===== src/rtl/rdyval2reqack_arb.sv =====
// rdyval2reqack_arb
//   Round-robin arbiter that lets NREQ ready/valid producers share one
//   four-phase req/ack output link. Each accepted beat is registered with its
//   source index and forwarded as one complete req/ack transaction. A new beat
//   can be accepted in the same cycle that ack is seen low in WAIT_FALL, so
//   back-to-back transactions need no idle cycle.
//
// Parameters
//   NREQ    number of ready/valid input ports (>= 2)
//   DWIDTH  data width
//   IDW     source-index width, derived as $clog2(NREQ)
//
// Ports
//   clk    rising-edge clock
//   rst    synchronous reset, active high
//   vld    per-port valid
//   rdy    per-port ready (one-hot or zero, forced to zero while rst is high)
//   i_dat  per-port data, port k at [k*DWIDTH +: DWIDTH]
//   req    output request
//   ack    output acknowledge
//   o_dat  registered data of the current transaction
//   o_id   source port index of the current transaction
//   busy   high while a transaction is in flight
//
// Build option
//   RDYVAL2REQACK_ARB_CDC_EN  when defined, ack passes through a two-flop
//                             synchronizer before use; otherwise it is used
//                             directly.

module rdyval2reqack_arb #(
    parameter  int NREQ   = 4,
    parameter  int DWIDTH = 8,
    localparam int IDW    = $clog2(NREQ)
) (
    input  logic                   clk,
    input  logic                   rst,
    input  logic [NREQ-1:0]        vld,
    output logic [NREQ-1:0]        rdy,
    input  logic [NREQ*DWIDTH-1:0] i_dat,
    output logic                   req,
    input  logic                   ack,
    output logic [DWIDTH-1:0]      o_dat,
    output logic [IDW-1:0]         o_id,
    output logic                   busy
);

    typedef enum logic [1:0] {
        IDLE,
        REQ,
        WAIT_FALL
    } state_t;

    state_t            state;
    logic [IDW-1:0]    ptr;
    logic              ack_i;
    logic              accept_en;
    logic              accept;
    logic              win_any;
    logic [IDW-1:0]    win_idx;
    logic [IDW-1:0]    pos;
    logic [DWIDTH-1:0] sel_dat;

    // ------------------------------------------------------------------
    // Acknowledge path
    // ------------------------------------------------------------------
`ifdef RDYVAL2REQACK_ARB_CDC_EN
    logic ack_meta;
    logic ack_sync;

    always_ff @(posedge clk) begin
        if (rst) begin
            ack_meta <= 1'b0;
            ack_sync <= 1'b0;
        end else begin
            ack_meta <= ack;
            ack_sync <= ack_meta;
        end
    end

    assign ack_i = ack_sync;
`else
    assign ack_i = ack;
`endif

    // ------------------------------------------------------------------
    // Round-robin grant
    // ------------------------------------------------------------------
    // Index that is `step` positions after `base`, wrapping modulo NREQ so
    // unused index codes are skipped when NREQ is not a power of two.
    function automatic logic [IDW-1:0] next_idx(input logic [IDW-1:0] base,
                                                input int unsigned    step);
        int unsigned sum;
        sum = (32'(base) + step) % NREQ;
        return IDW'(sum);
    endfunction

    // Search starts just after the last winner, which therefore ends up
    // with the lowest priority.
    always_comb begin
        win_any = 1'b0;
        win_idx = '0;
        pos     = '0;
        for (int unsigned step = 1; step <= NREQ; step++) begin
            pos = next_idx(ptr, step);
            if (!win_any && vld[pos]) begin
                win_any = 1'b1;
                win_idx = pos;
            end
        end
    end

    always_comb begin
        sel_dat = '0;
        for (int unsigned k = 0; k < NREQ; k++) begin
            if (win_idx == IDW'(k)) begin
                sel_dat = i_dat[k*DWIDTH +: DWIDTH];
            end
        end
    end

    // A beat may be taken when idle, or while the previous handshake is
    // finishing and ack has already been seen low.
    assign accept_en = (state == IDLE) || ((state == WAIT_FALL) && !ack_i);
    assign rdy       = (win_any && accept_en && !rst) ? (NREQ'(1) << win_idx) : '0;
    assign accept    = |(rdy & vld);
    assign busy      = (state != IDLE);

    // ------------------------------------------------------------------
    // Handshake FSM
    // ------------------------------------------------------------------
    always_ff @(posedge clk) begin
        if (rst) begin
            state <= IDLE;
            req   <= 1'b0;
            o_dat <= '0;
            o_id  <= '0;
            ptr   <= IDW'(NREQ - 1);
        end else if (accept) begin
            o_dat <= sel_dat;
            o_id  <= win_idx;
            ptr   <= win_idx;
            req   <= 1'b1;
            state <= REQ;
        end else begin
            case (state)
                REQ: begin
                    if (ack_i) begin
                        req   <= 1'b0;
                        state <= WAIT_FALL;
                    end
                end
                WAIT_FALL: begin
                    if (!ack_i) begin
                        state <= IDLE;
                    end
                end
                default: begin
                end
            endcase
        end
    end

`ifndef SYNTHESIS
    // Flags an acknowledge that arrives while idle without being the tail
    // of a just-finished handshake.
    state_t prev_state;

    always_ff @(posedge clk) begin
        if (rst) begin
            prev_state <= IDLE;
        end else begin
            prev_state <= state;
        end
    end

    always_ff @(posedge clk) begin
        if (!rst) begin
            spurious_ack_idle: assert (!(ack_i && (state == IDLE) && (prev_state != WAIT_FALL)))
                else $warning("rdyval2reqack_arb: spurious ack while idle");
        end
    end
`endif

endmodule


===== config.mk =====
export PLATFORM = sky130hd
export DESIGN_NAME = rdyval2reqack_arb
export DESIGN_NICKNAME = d
export VERILOG_FILES = /design/src/rtl/rdyval2reqack_arb.sv
export SDC_FILE = /design/constraint.sdc
export NUM_CORES = 1
export LEC_CHECK = 0
export CAP_MARGIN = 10
export CELL_PAD_IN_SITES_DETAIL_PLACEMENT = 2
export CELL_PAD_IN_SITES_GLOBAL_PLACEMENT = 2
export CORE_MARGIN = 2
export CORE_UTILIZATION = 21
export CTS_CLUSTER_SIZE = 14
export DETAILED_ROUTE_END_ITERATION = 12
export PLACE_DENSITY = 0.82
export SLEW_MARGIN = 20
export SYNTH_ARGS = -nofsm -noshare
export SYNTH_HDL_FRONTEND = slang
export SYNTH_SLANG_ARGS = --single-unit

===== constraint.sdc =====
create_clock -name clk -period 3.2 [get_ports clk]
set_input_delay 0.32 -clock clk [delete_from_list [all_inputs] [get_ports clk]]
set_output_delay 0.32 -clock clk [all_outputs]
set_load 0.02 [all_outputs]

# Word level (Yosys, flattened, before mapping)
# Cells that the tools add are included.
[totals]
ram_bits = 0
inputBits = 39
elab_cells = 77
ff_bits = 15
out_inout_bits = 16
rom_bits = 0
n_memories = 0
latchBits = 0
[op_classes]
order_cmp = 4
addsub = 4
n_div = 0
n_mux = 28
n_reduce_logical = 24
shifts = 1
mul = 0
n_eq_ne = 9
n_bitwise = 1
[op_table]
columns = ["cell", "count"]
rows = [
  ["8-bit two-way mux", 4],
  ["2-bit by 3-bit less-than comparator with 1-bit output (second input constant)", 4],
  ["1-bit two-way mux", 12],
  ["2-bit two-way mux", 6],
  ["1-bit binary-select mux with 2-bit select", 4],
  ["2-bit nonzero test", 4],
  ["2-bit == test (second input constant)", 3],
  ["1-bit logical AND", 6],
  ["3-bit != test (second input constant)", 2],
  ["3-bit AND reduction", 2],
  ["1-bit logical NOT", 5],
  ["5-bit OR reduction", 1],
  ["2-bit by 1-bit adder with 2-bit output (second input constant)", 2],
  ["2-bit adder (second input constant)", 2],
  ["4-bit bitwise AND", 1],
  ["2-bit by 1-bit == test with 1-bit output (second input constant)", 2],
  ["2-bit logical NOT", 2],
  ["4-bit two-way mux", 1],
  ["2-bit != test (second input constant)", 2],
  ["2-bit one-hot mux with 2 select lines", 1],
  ["4-bit OR reduction", 1],
  ["1-bit by 2-bit << shifter with 4-bit output (first input constant)", 1],
  ["3-bit nonzero test", 1],
  ["2-bit AND reduction", 1],
  ["1-bit logical OR", 1],
]

# Logic depth before layout (Yosys ltp)
[depth]
depth_word = 20
depth_mapped = 6
mapped_depth_nobuf = 5

# Worst setup path before layout
# Ideal clock, no wire load.
[synth_timing]
path_type = "input port to output port"
start = "input ack"
end = "output rdy[1]"
setup_slack_ns = 1.392
arrival_ns = 1.488
stages = 6
t_required_ns = 2.880
path_buffers = 1
path_cell_list = "nand2_1 > o41ai_2 > or2_1 > or3_1 > buf_6 > nor2b_1"
[synth_via]
elab_chain_len = 6
[synth_lines]
columns = ["item", "line", "rtl"]
rows = [
  ["start: declaration", "41", "input logic ack,"],
  ["1-bit logical NOT", "-", ""],
  ["1-bit logical AND", "123", "assign accept_en = (state == IDLE) || ((state == WAIT_FALL) && !ack_i);"],
  ["1-bit logical OR", "123", ""],
  ["1-bit logical AND (2 in series)", "124", "assign rdy = (win_any && accept_en && !rst) ? (NREQ'(1) << win_idx) : '0;"],
  ["4-bit two-way mux", "124", ""],
  ["end: declaration", "38", "output logic [NREQ-1:0] rdy,"],
]
# No other way between the ends.

# Worst setup path in the final report
[layout_timing]
start = "input vld[3]"
end = "output rdy[3]"
[layout_via]
elab_chain_len = 15
elab_cells_between_ends = 26
cone_classes = "shift: 1; mux: 17; reduce/logical: 8"
[layout_lines]
columns = ["item", "line", "rtl"]
rows = [
  ["start: declaration", "37", "input logic [NREQ-1:0] vld,"],
  ["1-bit binary-select mux with 2-bit select", "105", "if (!win_any && vld[pos]) begin"],
  ["1-bit two-way mux (implied by the code)", "105", ""],
  ["1-bit two-way mux", "105", ""],
  ["1-bit logical NOT", "105", ""],
  ["1-bit logical AND", "105", ""],
  ["1-bit two-way mux", "105", ""],
  ["1-bit logical NOT", "105", ""],
  ["1-bit logical AND", "105", ""],
  ["1-bit two-way mux", "105", ""],
  ["1-bit logical NOT", "105", ""],
  ["1-bit logical AND", "105", ""],
  ["1-bit two-way mux", "105", ""],
  ["1-bit logical AND (2 in series)", "124", ""],
  ["4-bit two-way mux (*)", "124", ""],
]
# Mark *: on every way between the ends. The rest lies on a longest branch, timed or not. The select of a mux whose other input is x is not followed.

==> metrics.txt <==
Logic pwr share=approximately two fifths; CTS tree=done; vias in the first global route=roughly 1100; final routed DRC violation total=0; final slew viol count=0; initial core utilization=a little over a fifth; ANT nets after route=0; gpl congestion=roughly 0.74; clock share of power=a little under a quarter; cts hold-fix bufs=0; Crit. End Element=primary output; minimum clock period=about 2.7 ns; Area after DPL=~1500 µm²; slowest stage delay, CP=0.61 ns; ANT cells=0; clk sink count=15; Mapped Nets=about 130; Skew-Pair Late Insertion Delay=approximately 0.24 ns; post-CTS sizing=0; pwr dens=approximately 430 nW/µm²; min-delay worst type=reg -> reg; Buffers on Ports=54; Die Area=~4700 µm²; Synth Instances=95; Design Power=0.000661 W; share of layout cells above drive strength 1=under 10%; sequential share of the synthesized area=around a third; RR Startpoint=ptr[0]$_SDFFE_PP1P_; initial antenna violation count=0; GRT Residual Overflow=0; Mapped Area=roughly 900 µm²; hold_ws=between 0.4 and 0.5 ns; fill count=around 460; drt wl/cell=around 16 µm; worst path cell trace=clkdlybuf4s50_1 > nor2b_1 > nor2_1 > a211oi_2 > nand3b_1 > nor2b_1 > clkdlybuf4s50_1; pin count of the biggest net entering global routing=18; GRT Util Overall=13.8%; Hold Path Cell Cnt=2; clk slew on worst S/H paths=approximately 0.060 ns; flops & latches, synth=15; Die X=68.8 µm; RSZ-0062 raised after global routing=no; Max-slew headroom=76.5%; Vias/cell=between 4 and 5; path type of the worst setup path=in -> out; Leakage=about 0.6 nW; hold path start=o_id[1]$_SDFFE_PP0P_; Root Buffer=clkbuf_8; final core utilization=a little under two fifths; CORE AREA=slightly above 4000 µm²; Post-Syn Area per Cell=9.27 µm²; DRT Wirelength=3.15 mm; H-tree depth=1; Longest Clk Path Bufs=2; f_max=366 MHz; Ports=55; TritonRoute pass-1 iters=3; worst slew pin tran=0.348 ns; switching power=approximately 0.00021 W; skew final=approximately 0.0024 ns; initial drt markers=22; total CTS buffers=3; first-pass GRT wire length=4.83 mm; Critical Path RT=2.88 ns; Setup Total Neg Slack=0 ns; Worst Setup Start Kind=input pin; Final Hold Viols=0; Setup violations, final=0; maximum VDD drop=0.000179 V; crit share post-route=between 80% and 90%; Netlist cell types=24; status=complete, no violations; post-CTS setup buffer count=0; Top delay family on crit path=buffers and inverters; crit path buf inv count=2; Seq pwr share=roughly a third; internal power consumption=about 0.00045 W; Post-DP HPWL=between 2 and 3 mm; FP Rows=23; synthesis-to-finish area growth=74.3%; worst reg-to-reg path cell count=6; CP Max Fanout=5; Worst Setup SP=vld[3]; WP depth=7; CP max-delay cell=clkdlybuf4s50_1; crit path DAT=2.41 ns; DIE HEIGHT=~69 µm; Max-Cap Viols=0; Sw Share=roughly a third; DR vias=977; nets@finish=between 150 and 200; cell area after layout=between 1500 and 2000 µm²; Synth Warn #=0
-- worst min-delay path, delay by kind of cell, from the launching register on --
family / cells / cell delay, ns
AOI/OAI and AO/OA: 1 / 0.05
DFF: 1 / 0.32
and+or+nand+nor: 1 / 0.05
-- layer usage --
layer  global-route usage (%)  routed length, µm  vias up
met4                     5.39                 34        0
met2                     26.7               1610       42
met3                     1.95                236        2
li1                         -                  -      468
met5                        0                  0        -
met1                     15.0               1270      465
-- layout make-up --
cell class | instances | area (µm²) | share of cell area (%)
Inverter | 2 | 7.51 | 0.489
Clock inverter | 1 | 5.00 | 0.326
Multi-Input combinational cell | 73 | 541 | 35.2
Clock buffer | 3 | 41.3 | 2.69
Tap cell | 50 | 62.6 | 4.07
Sequential cell | 15 | 300 | 19.6
Timing Repair Buffer | 59 | 578 | 37.7
-- placed cells by master (no fill, tap or decap), types with 2 or more instances in the layout --
cell type        instances
clkdlybuf4s50_1         54
mux2i_1                 16
dfxtp_1                 15
nor2_1                  10
nand3b_1                 9
o221ai_1                 8
a21oi_1                  6
nand2_1                  5
buf_4                    5
nor2b_1                  4
o21ai_0                  3
clkbuf_8                 3
and2b_1                  2
inv_1                    2
-- per-stage QoR --
step,std cells,setup slack (ns)
finish,203,0.467
global route,203,0.340
CTS,203,0.449
detailed placement,199,0.455
global placement,199,0.553
floorplan,95,1.39
-- final timing paths --
kind	to	slack [ns]
worst max-delay path	rdy[3]	0.47
worst min-delay path	o_id[1]$_SDFFE_PP0P_	0.47
worst max register to register	o_dat[0]$_SDFFE_PP0P_	1.50
worst min register to register	o_id[1]$_SDFFE_PP0P_	0.47
-- Yosys cell counts --
library cell	count	area, µm²
nand2_1	5	18.8
o21ai_2	1	8.76
o311ai_2	1	16.3
clkbuf_1	1	3.75
nor2b_1	4	25.0
or2_1	1	6.26
a21oi_1	6	30.0
nand3b_1	9	67.6
inv_1	2	7.51
dfxtp_1	15	300
o41ai_2	1	16.3
mux2i_1	16	160
buf_6	3	33.8
buf_2	1	5.00
o21bai_1	1	7.51
nor2_1	10	37.5
a211oi_2	1	12.5
and2b_1	2	15.0
nor3_1	1	5.00
o21ai_0	3	15.0
or3_1	1	6.26
o221ai_1	8	70.1
nand2b_1	1	6.26
or2_2	1	6.26
-- registers in the layout, indices dropped and copies added, names as in the netlist --
| signal | cells |
|---|---|
| ptr | 2 |
| state | 2 |
| o_id | 2 |
| o_dat | 8 |
| req | 1 |
-- kinds of logic after synthesis --
kind of cell,after synthesis,synth area share (%)
AOI/OAI and AO/OA,22,20.0
buffers and inverters,7,5.68
DFF,15,34.1
muxes,16,18.2
and+or+nand+nor,35,22.0
-- power by group through the flow --
stage	combinational (W)	clock (W)	sequential, W
after floorplan	0.000121	0	0.000259
after global placement	0.000270	0	0.000236
after detailed placement	0.000280	0	0.000238
after CTS	0.000281	0.000158	0.000234
after global routing	0.000298	0.000169	0.000238
final	0.000275	0.000153	0.000233
Note: power is estimated with default switching activity, not from simulation.
